<file path="config.mk">
export PLATFORM = sky130hd
export DESIGN_NAME = mode_select_ctrl
export DESIGN_NICKNAME = d
export VERILOG_FILES = /design/src/rtl/mode_pkg.sv /design/src/rtl/btn_debounce.sv /design/src/rtl/mode_select_ctrl.sv
export SDC_FILE = /design/constraint.sdc
export NUM_CORES = 1
export LEC_CHECK = 0
export ABC_CLOCK_PERIOD_IN_PS = 7060
export CAP_MARGIN = 30
export CORE_MARGIN = 5
export CORE_UTILIZATION = 62
export CTS_BUF_LIST = sky130_fd_sc_hd__clkbuf_2
export CTS_CLUSTER_DIAMETER = 100
export DETAILED_ROUTE_END_ITERATION = 6
export PLACE_DENSITY = 0.81
export SLEW_MARGIN = 20
export SYNTH_ARGS = -nofsm -noshare
export SYNTH_HDL_FRONTEND = slang
export SYNTH_SLANG_ARGS = --single-unit
export TNS_END_PERCENT = 20
</file>
<file path="constraint.sdc">
create_clock -name clk -period 7.06 [get_ports clk]
set_input_delay 1.059 -clock clk [delete_from_list [all_inputs] [get_ports clk]]
set_output_delay 1.059 -clock clk [all_outputs]
set_load 0.02 [all_outputs]
</file>
<file path="src/rtl/mode_pkg.sv">
// -----------------------------------------------------------------------------
// mode_pkg
// Shared definitions for the mode selector and the mode LED display:
//   - 3-bit mode encodings MODE_DEFAULT..MODE_SETUP
//   - NUM_MODES (width of the mode switch bank)
//   - decode_sw(): maps the raw switch bank to a mode code plus a valid flag
// -----------------------------------------------------------------------------
package mode_pkg;

    typedef logic [2:0] mode_t;

    localparam mode_t MODE_DEFAULT = 3'd0;
    localparam mode_t MODE_STORE   = 3'd1;
    localparam mode_t MODE_GEN     = 3'd2;
    localparam mode_t MODE_SHOW    = 3'd3;
    localparam mode_t MODE_CALC    = 3'd4;
    localparam mode_t MODE_SETUP   = 3'd5;

    localparam int NUM_MODES = 5;

    typedef struct packed {
        logic  valid;   // exactly one switch set
        mode_t mode;    // bit index + 1 when valid, MODE_DEFAULT otherwise
    } sw_decode_t;

    // Switch bit i selects mode i+1. Anything other than exactly one set bit
    // is an invalid selection and decodes to MODE_DEFAULT.
    function automatic sw_decode_t decode_sw(input logic [NUM_MODES-1:0] sw);
        sw_decode_t d;
        int         ones;
        d.valid = 1'b0;
        d.mode  = MODE_DEFAULT;
        ones    = 0;
        for (int i = 0; i < NUM_MODES; i++) begin
            if (sw[i]) begin
                ones++;
                d.mode = mode_t'(i + 1);
            end
        end
        d.valid = (ones == 1);
        if (!d.valid) begin
            d.mode = MODE_DEFAULT;
        end
        return d;
    endfunction

endpackage

</file>
<file path="src/rtl/btn_debounce.sv">
// -----------------------------------------------------------------------------
// btn_debounce
// Synchroniser + debouncer + rising-edge pulse for one raw push button.
// Parameters:
//   DEBOUNCE_CYCLES - consecutive stable cycles before a level change is
//                     accepted (>= 2)
// Ports:
//   i_clk   - system clock
//   i_rst   - synchronous, active-high reset
//   i_btn   - raw button level, asynchronous to i_clk
//   o_pulse - one-cycle pulse on an accepted press
// Latency: o_pulse is high in the cycle following edge DEBOUNCE_CYCLES+2,
// counting the first edge that samples the raw high as edge 0.
// -----------------------------------------------------------------------------
module btn_debounce #(
    parameter int DEBOUNCE_CYCLES = 200000
) (
    input  logic i_clk,
    input  logic i_rst,
    input  logic i_btn,
    output logic o_pulse
);

    localparam int              CW      = $clog2(DEBOUNCE_CYCLES);
    localparam logic [CW-1:0]   CNT_MAX = CW'(DEBOUNCE_CYCLES - 1);

    logic [1:0]    r_sync;      // [1] is the metastability-safe level
    logic [CW-1:0] r_cnt;
    logic          r_stable;
    logic          r_stable_d;
    logic          r_pulse;

    always_ff @(posedge i_clk) begin
        if (i_rst) begin
            r_sync     <= '0;
            r_cnt      <= '0;
            r_stable   <= 1'b0;
            r_stable_d <= 1'b0;
            r_pulse    <= 1'b0;
        end else begin
            r_sync <= {r_sync[0], i_btn};
            // Any return to the stable level restarts the count, so only an
            // uninterrupted run of DEBOUNCE_CYCLES differing samples is accepted.
            if (r_sync[1] != r_stable) begin
                if (r_cnt == CNT_MAX) begin
                    r_stable <= r_sync[1];
                    r_cnt    <= '0;
                end else begin
                    r_cnt <= r_cnt + CW'(1);
                end
            end else begin
                r_cnt <= '0;
            end
            r_stable_d <= r_stable;
            // Registered so the consumer sees a clean, glitch-free strobe.
            r_pulse    <= r_stable & ~r_stable_d;
        end
    end

    assign o_pulse = r_pulse;

endmodule

</file>
<file path="src/rtl/mode_select_ctrl.sv">
// -----------------------------------------------------------------------------
// mode_select_ctrl
// Top-level mode state machine. Turns the raw mode switches and the confirm /
// back push buttons into the current mode, an error flag and a blink phase.
// Parameters:
//   DEBOUNCE_CYCLES - button debounce length in cycles (>= 2)
//   BLINK_HALF      - cycles per blink_bit half-period while in error (>= 2)
//   ERR_CYCLES      - error display duration (only with ERROR_TIMEOUT_EN)
// Ports:
//   clk          - system clock
//   rst          - synchronous, active-high reset
//   mode_sw      - raw switches: bit0 STORE .. bit4 SETUP
//   confirm_btn  - raw confirm button (async, active-high)
//   back_btn     - raw back button (async, active-high)
//   mode_state   - 0 DEFAULT, 1 STORE, 2 GEN, 3 SHOW, 4 CALC, 5 SETUP
//   error_active - high while an invalid selection is being signalled
//   blink_bit    - blink phase, 0 whenever error_active is 0
// Build option:
//   ERROR_TIMEOUT_EN - when defined, the error clears itself after ERR_CYCLES.
// -----------------------------------------------------------------------------
module mode_select_ctrl
    import mode_pkg::*;
#(
    parameter int DEBOUNCE_CYCLES = 200000,
    parameter int BLINK_HALF      = 12500000,
    parameter int ERR_CYCLES      = 100000000
) (
    input  logic                 clk,
    input  logic                 rst,
    input  logic [NUM_MODES-1:0] mode_sw,
    input  logic                 confirm_btn,
    input  logic                 back_btn,
    output logic [2:0]           mode_state,
    output logic                 error_active,
    output logic                 blink_bit
);

    // Elaboration-time parameter sanity checks.
    if (DEBOUNCE_CYCLES < 2) begin : g_bad_debounce
        $error("mode_select_ctrl: DEBOUNCE_CYCLES must be >= 2");
    end
    if (BLINK_HALF < 2) begin : g_bad_blink
        $error("mode_select_ctrl: BLINK_HALF must be >= 2");
    end
    if (ERR_CYCLES < 1) begin : g_bad_err
        $error("mode_select_ctrl: ERR_CYCLES must be >= 1");
    end

    localparam logic [1:0] ST_DEFAULT = 2'd0;
    localparam logic [1:0] ST_ACTIVE  = 2'd1;
    localparam logic [1:0] ST_ERROR   = 2'd2;

    localparam int            BW        = $clog2(BLINK_HALF);
    localparam logic [BW-1:0] BLINK_MAX = BW'(BLINK_HALF - 1);

    logic       w_confirm;
    logic       w_back;
    sw_decode_t w_dec;
    logic       w_err_entry;
    logic       w_timeout;

    logic [1:0]    r_state;
    mode_t         r_mode;
    logic          r_err;
    logic          r_blink;
    logic [BW-1:0] r_blink_cnt;

    btn_debounce #(.DEBOUNCE_CYCLES(DEBOUNCE_CYCLES)) u_confirm_db (
        .i_clk   (clk),
        .i_rst   (rst),
        .i_btn   (confirm_btn),
        .o_pulse (w_confirm)
    );

    btn_debounce #(.DEBOUNCE_CYCLES(DEBOUNCE_CYCLES)) u_back_db (
        .i_clk   (clk),
        .i_rst   (rst),
        .i_btn   (back_btn),
        .o_pulse (w_back)
    );

    assign w_dec = decode_sw(mode_sw);

    // An invalid confirm outside ACTIVE (re)starts the error; back has priority.
    assign w_err_entry = w_confirm & ~w_back & (r_state != ST_ACTIVE) & ~w_dec.valid;

`ifdef ERROR_TIMEOUT_EN
    localparam int            TW      = $clog2(ERR_CYCLES + 1);
    localparam logic [TW-1:0] TMR_MAX = TW'(ERR_CYCLES - 1);

    logic [TW-1:0] r_err_tmr;

    always_ff @(posedge clk) begin
        if (rst || w_err_entry) begin
            r_err_tmr <= '0;
        end else if (r_state == ST_ERROR) begin
            r_err_tmr <= r_err_tmr + TW'(1);
        end else begin
            r_err_tmr <= '0;
        end
    end

    // Fires on the edge that lands ERR_CYCLES cycles after error entry.
    assign w_timeout = (r_state == ST_ERROR) && (r_err_tmr == TMR_MAX);
`else
    assign w_timeout = 1'b0;
`endif

    always_ff @(posedge clk) begin
        if (rst) begin
            r_state     <= ST_DEFAULT;
            r_mode      <= MODE_DEFAULT;
            r_err       <= 1'b0;
            r_blink     <= 1'b0;
            r_blink_cnt <= '0;
        end else if (w_back) begin
            // Back leaves ACTIVE or ERROR; in plain DEFAULT it is a no-op,
            // and it always masks a coincident confirm.
            if (r_state != ST_DEFAULT) begin
                r_state     <= ST_DEFAULT;
                r_mode      <= MODE_DEFAULT;
                r_err       <= 1'b0;
                r_blink     <= 1'b0;
                r_blink_cnt <= '0;
            end
        end else if (w_confirm && (r_state != ST_ACTIVE)) begin
            if (w_dec.valid) begin
                r_state <= ST_ACTIVE;
                r_mode  <= w_dec.mode;
                r_err   <= 1'b0;
                r_blink <= 1'b0;
            end else begin
                r_state <= ST_ERROR;
                r_mode  <= MODE_DEFAULT;
                r_err   <= 1'b1;
                r_blink <= 1'b1;
            end
            r_blink_cnt <= '0;
        end else if (r_state == ST_ERROR) begin
            if (w_timeout) begin
                r_state     <= ST_DEFAULT;
                r_err       <= 1'b0;
                r_blink     <= 1'b0;
                r_blink_cnt <= '0;
            end else if (r_blink_cnt == BLINK_MAX) begin
                // First toggle lands BLINK_HALF edges after entry.
                r_blink     <= ~r_blink;
                r_blink_cnt <= '0;
            end else begin
                r_blink_cnt <= r_blink_cnt + BW'(1);
            end
        end
    end

    assign mode_state   = r_mode;
    assign error_active = r_err;
    assign blink_bit    = r_blink;

endmodule

</file>
# [Yosys cells after proc, flatten, opt, wreduce, memory -nomap -nowiden]
# Index checks and enable logic that the tools add are counted.
# Widths: inputs -> output; s select.
[classes] bitwise_logic=7 reduce_logical=12 mux=31 add_sub_neg=7 eq_ne=9
[op_table] operator="$add 32x2->32 const B" count=4
[op_table] operator="$mux 32" count=4
[op_table] operator="$mux 24" count=5
[op_table] operator="$add 18x1->18 const B" count=2
[op_table] operator="$eq 18x18->1 const B" count=2
[op_table] operator="$eq 32x2->1 const B" count=1
[op_table] operator="$add 24x1->24 const B" count=1
[op_table] operator="$eq 24x24->1 const B" count=1
[op_table] operator="$mux 3" count=6
[op_table] operator="$mux 2" count=6
[op_table] operator="$mux 1" count=10
[op_table] operator="$reduce_and 2->1" count=4
[op_table] operator="$reduce_bool 3->1" count=2
[op_table] operator="$reduce_or 3->1" count=2
[op_table] operator="$not 1->1" count=5
[op_table] operator="$reduce_bool 2->1" count=2
[op_table] operator="$reduce_and 3->1" count=1
[op_table] operator="$and 1x1->1" count=2
[op_table] operator="$eq 2x2->1 const B" count=1
[op_table] operator="$ne 1x1->1" count=2
[op_table] operator="$ne 2x1->1 const B" count=1
[op_table] operator="$ne 2x2->1 const B" count=1
[op_table] operator="$logic_and 1x1->1" count=1
[totals] register_bits=77 inputBits=9 elab_cells=81 out_inout_bits=5

# [Logic depth before layout (Yosys ltp)]
# Gate-level depths: netlist of the first run.
[depth] word_depth=13 mapped_depth=11 depth_no_buf=11

# [Modules after synthesis]
# Synthesis of the first run repeated with hierarchy kept, for this count alone.
[hier_totals] hier_cells=422 area_unflattened_um2=3739.8
[modules_own_cells] module="btn_debounce" seq_area_each_um2=460.4 area_per_inst_um2=991.0 cells_per_inst=106 n_inst=2
[modules_own_cells] module="mode_select_ctrl" seq_area_each_um2=600.6 area_per_inst_um2=1757.9 cells_per_inst=210 n_inst=1

# [Least setup slack after synthesis of the first run]
# No wires, ideal clock.
[synth_path] kind="input -> register" start="input port mode_sw[0]" end="register r_mode[0], in the netlist mode_state[0]" setup_time_ns=0.087 t_required_ns=6.973 arrival_ns=3.141 path_buffers=0 setup_slack_ns=3.832 cell_stages=10 cell_sequence="inv_1 ha_1 xor2_1 ha_1 mux2_2 ha_1 nor3b_1 o211ai_1 and2_1 o31ai_1"
[synth_between] elab_chain_cells=13 word_cells_on_any_way=18 cone_classes="add/sub (4); eq/ne (1); mux (13)"
[synth_rtl] item="start: declaration" line_no="mode_select_ctrl.sv:30" source="input logic [NUM_MODES-1:0] mode_sw,"
[synth_rtl] item="$mux 1" line_no="mode_pkg.sv:35" source="if (sw[i]) begin"
[synth_rtl] item="$add 32x2->32" line_no="mode_pkg.sv:36" source="ones++;"
[synth_rtl] item="$mux 32" line_no="mode_pkg.sv:35"
[synth_rtl] item="$add 32x2->32" line_no="mode_pkg.sv:36"
[synth_rtl] item="$mux 32" line_no="mode_pkg.sv:35"
[synth_rtl] item="$add 32x2->32" line_no="mode_pkg.sv:36"
[synth_rtl] item="$mux 32" line_no="mode_pkg.sv:35"
[synth_rtl] item="$add 32x2->32" line_no="mode_pkg.sv:36"
[synth_rtl] item="$mux 32" line_no="mode_pkg.sv:35"
[synth_rtl] item="$eq 32x2->1" line_no="mode_pkg.sv:40" source="d.valid = (ones == 1);"
[synth_rtl] item="$mux 3 (*)" line_no="mode_select_ctrl.sv:127" source="if (w_dec.valid) begin"
[synth_rtl] item="$mux 3 (*)" line_no="mode_select_ctrl.sv:126" source="end else if (w_confirm && (r_state != ST_ACTIVE)) begin"
[synth_rtl] item="$mux 3 (*)" line_no="mode_select_ctrl.sv:116" source="end else if (w_back) begin"
[synth_rtl] item="end signal: assignment" line_no="mode_select_ctrl.sv:129" source="r_mode <= w_dec.mode;"
[synth_rtl] item="end: declaration" line_no="mode_select_ctrl.sv:63" source="mode_t r_mode;"
# Mark *: on every way between the ends. The rest lies on a longest branch, timed or not. The select of a mux whose other input is x is not followed.
# A chain may end at the register's enable or synchronous reset.

# [Final worst setup path of the first run]
[layout_path] start="input port mode_sw[1]" end="register r_mode[1], in the netlist mode_state[1]"
[layout_between] elab_chain_cells=11 word_cells_on_any_way=15 cone_classes="add/sub (3); eq/ne (1); mux (11)"
[layout_rtl] item="$mux 32" line_no="mode_pkg.sv:35"
[layout_rtl] item="$add 32x2->32" line_no="mode_pkg.sv:36"
[layout_rtl] item="$mux 32" line_no="mode_pkg.sv:35"
[layout_rtl] item="$add 32x2->32" line_no="mode_pkg.sv:36"
[layout_rtl] item="$mux 32" line_no="mode_pkg.sv:35"
[layout_rtl] item="$add 32x2->32" line_no="mode_pkg.sv:36"
[layout_rtl] item="$mux 32" line_no="mode_pkg.sv:35"
[layout_rtl] item="$eq 32x2->1" line_no="mode_pkg.sv:40"
[layout_rtl] item="$mux 3 (*)" line_no="mode_select_ctrl.sv:127"
[layout_rtl] item="$mux 3 (*)" line_no="mode_select_ctrl.sv:126"
[layout_rtl] item="$mux 3 (*)" line_no="mode_select_ctrl.sv:116"
# Marked as above.

==> results of run 1 <==
[placed cells by master (no fill, tap or decap), drive strengths merged, types with 3 or more instances in the layout]
cell type      instances
clkinvlp               3
and4                   3
o21ai                  9
o21a                   3
a21oi                 13
and3                   5
nand4                 11
xnor2                 21
nor4                   9
or4b                   3
clkdlybuf4s50         13
nand2                 29
inv                    9
nor2                  62
or4                    5
or3                    7
clkbuf                 9
o31ai                  5
nand3                 28
dfxtp                 76
xor2                  26
ha                     8
mux2i                  3
nor2b                 10
nor3                  12
nand4b                 3
a2111oi                3
[registers in the layout, summed over array words and instances (netlist names)]
register / count
u_back_db.r_cnt: 18
u_confirm_db.r_sync: 2
u_confirm_db.r_stable: 1
u_confirm_db.o_pulse: 1
u_confirm_db.r_stable_d: 1
u_back_db.r_sync: 2
u_back_db.o_pulse: 1
r_state: 2
u_back_db.r_stable_d: 1
mode_state: 3
blink_bit: 1
u_back_db.r_stable: 1
r_blink_cnt: 24
u_confirm_db.r_cnt: 18
[cells in the mapped netlist, drive strengths merged (2+ instances only)]
cell / n
a2111oi: 3
a21boi: 2
a21oi: 13
a221oi: 2
a31oi: 2
and2: 2
and3: 5
and4: 3
buf: 3
clkbuf: 10
dfxtp: 76
ha: 8
inv: 9
mux2i: 3
nand2: 29
nand3: 28
nand3b: 2
nand4: 11
nand4b: 3
nor2: 62
nor2b: 10
nor3: 12
nor3b: 2
nor4: 9
o21a: 3
o21ai: 9
o31ai: 5
o41ai: 2
or3: 7
or4: 5
or4b: 3
xnor2: 21
xor2: 26
[metal layers]
layer	routed length, um	track usage
met1	3030	0.210
met2	3100	0.322
met3	279	0.0509
met4	77	0.0647
met5	0	0
[worst reg2reg max path, stage by stage (launching register included)]
cell and delay (ns):
sky130_fd_sc_hd__dfxtp_1 0.42, sky130_fd_sc_hd__or4b_2 0.68, sky130_fd_sc_hd__nor3_1 0.29, sky130_fd_sc_hd__nand3_1 0.17, sky130_fd_sc_hd__nand3b_1 0.65, sky130_fd_sc_hd__o21ba_2 0.26
[cells by family after synthesis]
| group | Yosys count |
|---|---|
| flops | 76 |
| mux | 4 |
| buf+inv | 22 |
| fa+ha+maj | 8 |
| xor+xnor | 48 |
| compound gates | 51 |
| simple gates | 199 |
[path summary, 6_finish.rpt]
check / from / cells past startpoint / slack (ns) / endpoint
max: mode_sw[1] / 11 / 3.60 / mode_state[1]
min: u_confirm_db.r_stable_d / 1 / 0.40 / u_confirm_db.o_pulse
max reg2reg: r_blink_cnt[7] / 5 / 4.52 / r_blink_cnt[22]
min reg2reg: u_confirm_db.r_stable_d / 1 / 0.40 / u_confirm_db.o_pulse
[layout make-up]
class / instances / area, sq um / area share
clock buffer: 9 / 45.0 / 0.0118
clock inverter: 5 / 31.3 / 0.00817
inverter: 9 / 33.8 / 0.00882
multi-input combinational: 310 / 1970 / 0.515
sequential: 76 / 1520 / 0.397
tap: 72 / 90.1 / 0.0235
timing repair buffer: 14 / 138 / 0.0359
[power by group]
part	total [mW]	internal (mW)	switching [mW]
Combinational	0.0376	0.0175	0.0200
Sequential	0.432	0.431	0.000783
Clock	0.184	0.0402	0.143
Total	0.653	0.489	0.164
==> results_dict.tcl, run 1 <==
set metrics [dict create \
    outcome "complete, no violations" \
    critical-path-top-delay-family "adder cells" \
    fin_nets 437 \
    timing.critical_path.cells "clkdlybuf4s50_1 > inv_1 > ha_1 > xor2_1 > ha_1 > mux2_2 > ha_1 > nor3b_1 > o211ai_1 > and2_1 > o31ai_1" \
    synth_top_cells_by_area "sky130_fd_sc_hd__dfxtp_1, sky130_fd_sc_hd__nor2_1, sky130_fd_sc_hd__xor2_1" \
    cts-root-to-sink-buffers 2 \
    placed_cells_incl_taps 481 \
    number_of_enable_type_register_cells_in_the_synthesized_netlist 0 \
    synth-warning-count 0 \
    post-synth-top-area-cell "sky130_fd_sc_hd__dfxtp_1" \
    cp_data_arrival_time_ns 3.90 \
    power_mw 0.653 \
    layout_skew_ns 0.0207 \
    fin_setup_tns_ns 0 \
    avgRoutedWirePerCell_um 13.1 \
    postSynth.topFlopCell "sky130_fd_sc_hd__dfxtp_1" \
    min_path_type "flop to flop" \
    sequential_to_total_area_share_from_yosys_stat 0.424 \
    yosys.area_share.simple 0.292 \
    synth.lib_cells_used.distinct 58 \
    initial_antenna_violation_count 0 \
    grt_start_max_net_pins 23 \
    core_region_area_sq_um 5570 \
    post_detailed_routing_wire_length_um 6490 \
    crit_top_cell "sky130_fd_sc_hd__ha_1" \
    numCtsBuffers 9 \
    setup_viol 0 \
    final_gp_congestion 0.838 \
    worst_skew_pair.late_latency_ns 0.52 \
    timing.final.ws_setup_ns 3.60 \
    path_buf_inv 2 \
    die-height_um 86.1 \
    cts_max_level 3 \
    starting_density 0.644 \
    fin_hold_ws_ns 0.400 \
    post-dp-hpwl_um 4480 \
    timing_max_transition_violations_final 0 \
    yosys.area.top_type_share 0.424 \
    port_buffers 13 \
    worstSetupStartpointType "primary input" \
    postLayoutCoreUtil 0.687 \
    floorplan.die_area_sq_um 7410 \
    clockRootBuffer "sky130_fd_sc_hd__clkbuf_2" \
    final_layout_size_suffix_gt1_frac 0.0591 \
    placedInstanceArea_sq_um 3750 \
    count_of_unresolved_drc_violations_after_routing 0 \
    synth_top_family_by_area "simple AND/OR/NAND/NOR gates" \
    muxShareOfSynthArea 0.0115 \
    n_antenna_cell 0 \
    floorplan.die.width_um 86.1 \
    post_layout_nonfiller_instances 495 \
    count_of_pins_on_the_block_boundary 14 \
    drt_first_iter_violations 212 \
    max-vdd-ir-drop_mv 0.124 \
    place_worst_setup_slack_ns 3.08 \
    drtPass1Iterations 5 \
    worst_setup_hold_path_clk_slew_ns 0.19 \
    ffs_w_async_s_r_synth 0 \
    syn_nets 425 \
    standard_cell_row_count 27 \
    syn_area_per_cell_sq_um 8.80 \
    route.vias.total 2877 \
    layout-area-overhead-vs-synth_pct 6.65 \
    filler_cell_count_in_the_final_layout 494 \
    synth_fa_ha_area_frac 0.0279 \
    hold_viol_final 0 \
    crit_required_ns 7.51 \
    rsz0062_at_grt "no" \
    syn_area_sq_um 3590 \
    final_cell_area_sq_um 3830 \
    yosys_register_bits 76 \
    cts_hold_buf 0 \
    post_cts_repair_resize_count 0 \
    synth_cells 408 \
    path_class "primary input to flop" \
    slowest_delay_ns 0.51 \
    synth_compound_area_frac 0.0962 \
    first_global_vias 2703 \
    layout_worst_path_cycle_share 0.489 \
    cts_setup_buffers 0 \
    grt_usage 0.183 \
    cts_tree "done" \
    yosys.area_share.xor_xnor 0.121 \
    min_period_ns 3.46 \
    max_slew_margin 0.431 \
    clkSinkCount 76 \
    via_per_inst 5.81 \
    fmax_mhz 289 \
    power.leakage_nw 1.21 \
    end_kind "flop" \
    tightest_slew_ns 0.851 \
    crit_path_top_delay_cell "sky130_fd_sc_hd__clkdlybuf4s50_1" \
    gr-total-overflow 0 \
    power_density_nw_per_um2 170 \
    ant_nets 0 \
    critical_path.max_fanout 5 \
    cap_viol_max_count 0 \
    global_route_wire_length_before_repair_um 11100 \
]
(Power assumes the default switching activity.)
==> run 2, diff against run 1 <==
--- a/config.mk
+++ b/config.mk
@@ -5,14 +5,14 @@
 export SDC_FILE = /design/constraint.sdc
 export NUM_CORES = 1
 export LEC_CHECK = 0
-export ABC_CLOCK_PERIOD_IN_PS = 7060
+export ABC_CLOCK_PERIOD_IN_PS = 3100
 export CAP_MARGIN = 30
 export CORE_MARGIN = 5
-export CORE_UTILIZATION = 62
+export CORE_UTILIZATION = 57
 export CTS_BUF_LIST = sky130_fd_sc_hd__clkbuf_2
 export CTS_CLUSTER_DIAMETER = 100
 export DETAILED_ROUTE_END_ITERATION = 6
-export PLACE_DENSITY = 0.81
+export PLACE_DENSITY = 0.78
 export SLEW_MARGIN = 20
 export SYNTH_ARGS = -nofsm -noshare
 export SYNTH_HDL_FRONTEND = slang
==> constraint.sdc (replaced) <==
create_clock -name clk -period 3.1 [get_ports clk]
set_input_delay 0.465 -clock clk [delete_from_list [all_inputs] [get_ports clk]]
set_output_delay 0.465 -clock clk [all_outputs]
set_load 0.02 [all_outputs]
==> run 2 against run 1 <==
Non-clock buffer count rose by 9. Die area rose by 7.7%. Critical path depth did not move. Sequential power rose by 130%. First-iteration DRC count fell by 11%.
==> results_dict.tcl, run 2 (synthesis results as in run 1) <==
set metrics [dict create \
    outcome "complete, no violations" \
    grt_usage 0.176 \
    power.sequential.fraction 0.613 \
    power_density_nw_per_um2 407 \
    initial_antenna_violation_count 0 \
    avgRoutedWirePerCell_um 12.5 \
    power.share.combinational 0.060 \
    starting_density 0.575 \
    crit_required_ns 3.52 \
    worstSetupStartpointType "primary input" \
    cts_setup_buffers 0 \
    placedInstanceArea_sq_um 3830 \
    worst_skew_pair.late_latency_ns 0.51 \
    worstReg2RegStart "r_blink_cnt[7]" \
    slowest_delay_ns 0.47 \
    cts_hold_buf 0 \
    ant_nets 0 \
    layout_commonest_cell "sky130_fd_sc_hd__dfxtp_1" \
    post-dp-hpwl_um 4510 \
    die-height_um 89.4 \
    count_of_pins_on_the_block_boundary 14 \
    drtPass1Iterations 4 \
    r2r_end "r_blink_cnt[2]" \
    n_antenna_cell 0 \
    filler_cell_count_in_the_final_layout 534 \
    global_route_wire_length_before_repair_um 11200 \
    postLayoutCoreUtil 0.631 \
    min_period_ns 2.74 \
    hold_viol_final 0 \
    top_regs "r_blink_cnt x24, u_back_db.r_cnt x18, u_confirm_db.r_cnt x18" \
    worst_setup_hold_path_clk_slew_ns 0.19 \
    power_mw 1.60 \
    drt_first_iter_violations 189 \
    final_cell_area_sq_um 3940 \
    floorplan.die.width_um 89.4 \
    cts_tree "done" \
    max-vdd-ir-drop_mv 0.303 \
    route.vias.total 2828 \
    via_per_inst 5.53 \
    core_region_area_sq_um 6240 \
    grt_start_max_net_pins 19 \
    crit_path_top_delay_cell "sky130_fd_sc_hd__clkdlybuf4s50_1" \
    placed_cells_incl_taps 495 \
    clockRootBuffer "sky130_fd_sc_hd__clkbuf_2" \
    floorplan.die_area_sq_um 7990 \
    first_global_vias 2571 \
    timing.critical_path.cells "clkdlybuf4s50_1 > inv_1 > ha_1 > xor2_1 > ha_1 > mux2_2 > ha_1 > nor3b_1 > o211ai_1 > and2_1 > o31ai_1" \
    largest_register_ff_count 24 \
    gr-total-overflow 0 \
    final_gp_congestion 0.775 \
    endpoint_of_the_most_critical_setup_path "mode_state[0]" \
    cap_viol_max_count 0 \
    crit_top_cell "sky130_fd_sc_hd__ha_1" \
    p_switching_mw 0.390 \
    final_cell_mix "sky130_fd_sc_hd__dfxtp_1, sky130_fd_sc_hd__nor2_1, sky130_fd_sc_hd__nand2_1, sky130_fd_sc_hd__nand3_1, sky130_fd_sc_hd__xor2_1" \
    post_detailed_routing_wire_length_um 6400 \
    post_layout_nonfiller_instances 511 \
    layout_worst_path_cycle_share 0.883 \
    critical-path-top-delay-family "adder cells" \
    setup_viol 0 \
    p_clk_frac 0.327 \
    worst-path-stages 11 \
    cts_max_level 3 \
    internal_power_mw 1.22 \
    r2r_slack_ns 0.74 \
    timing.reg2reg.worst_path_depth 6 \
    power.leakage_nw 1.29 \
    largest-register "r_blink_cnt" \
    timing_max_transition_violations_final 0 \
    tightest_slew_ns 0.622 \
    numCtsBuffers 9 \
    final_layout_size_suffix_gt1_frac 0.0853 \
    launching_element_of_the_worst_setup_path "mode_sw[1]" \
    count_of_unresolved_drc_violations_after_routing 0 \
    cp_data_arrival_time_ns 3.16 \
    clkSinkCount 76 \
    fin_nets 446 \
    standard_cell_row_count 29 \
    fmax_mhz 365 \
    critical_path.max_fanout 3 \
    rsz0062_at_grt "no" \
    path_class "primary input to flop" \
    max_slew_margin 0.574 \
    min_path_type "flop to flop" \
    end_kind "flop" \
    p_sw_frac 0.243 \
    post_cts_repair_resize_count 0 \
    layout-area-overhead-vs-synth_pct 9.72 \
    layout_skew_ns 0.0165 \
    cts-root-to-sink-buffers 2 \
    port_buffers 13 \
    path_buf_inv 2 \
]
run 2: cell types whose count changed in the layout (fill, tap and decap cells not counted), sizes merged:
cell | before | now
clkinv | 2 | 6
clkinvlp | 3 | 0
bufinv | 0 | 1
buf | 1 | 10
run 2: worst min-delay path by stage:
stage	from	endpoint	slack [ns]	cells past startpoint
after global placement	u_confirm_db.r_stable_d	u_confirm_db.o_pulse	0.37	1
after CTS	u_confirm_db.r_stable_d	u_confirm_db.o_pulse	0.42	1
after detailed placement	u_confirm_db.r_stable_d	u_confirm_db.o_pulse	0.38	1
after global routing	u_confirm_db.r_stable_d	u_confirm_db.o_pulse	0.44	1
final	u_back_db.r_stable_d	u_back_db.o_pulse	0.40	1
after floorplan	u_back_db.r_stable_d	u_back_db.o_pulse	0.37	1
run 2: power by group through the flow:
| stage | clock [mW] | combinational, mW | sequential, mW |
|---|---|---|---|
| after floorplan | 0 | 0.0626 | 1.00 |
| after global routing | 0.588 | 0.109 | 0.986 |
| after CTS | 0.548 | 0.0972 | 0.984 |
| after detailed placement | 0 | 0.0965 | 1.00 |
| final | 0.525 | 0.0960 | 0.984 |
| after global placement | 0 | 0.0921 | 1.00 |
run 2: area by class of cell:
cell class	instances	area, sq um	share of cell area
multi-input combinational	310	1970	0.500
sequential	76	1520	0.386
timing repair buffer	23	205	0.0521
tap	77	96.3	0.0245
clock inverter	7	67.6	0.0171
clock buffer	9	45.0	0.0114
inverter	9	33.8	0.00857
run 2: routing by layer:
layer / part of all wire / vias to the layer above / GRT usage
met5: 0 / - / 0
met4: 0.019 / 0 / 0.0731
met3: 0.036 / 10 / 0.0396
met2: 0.46 / 39 / 0.279
met1: 0.49 / 1291 / 0.232
li1: - / 1488 / -
run 2: per-stage QoR:
step	hold WS (ns)	worst slack (ns)	TNS, ns
final	0.399	0.364	0
after global routing	0.436	0.102	0
after CTS	0.420	0.378	0
after detailed placement	0.383	-0.135	-0.449
after global placement	0.374	-0.0461	-0.136
after floorplan	0.367	0.466	0
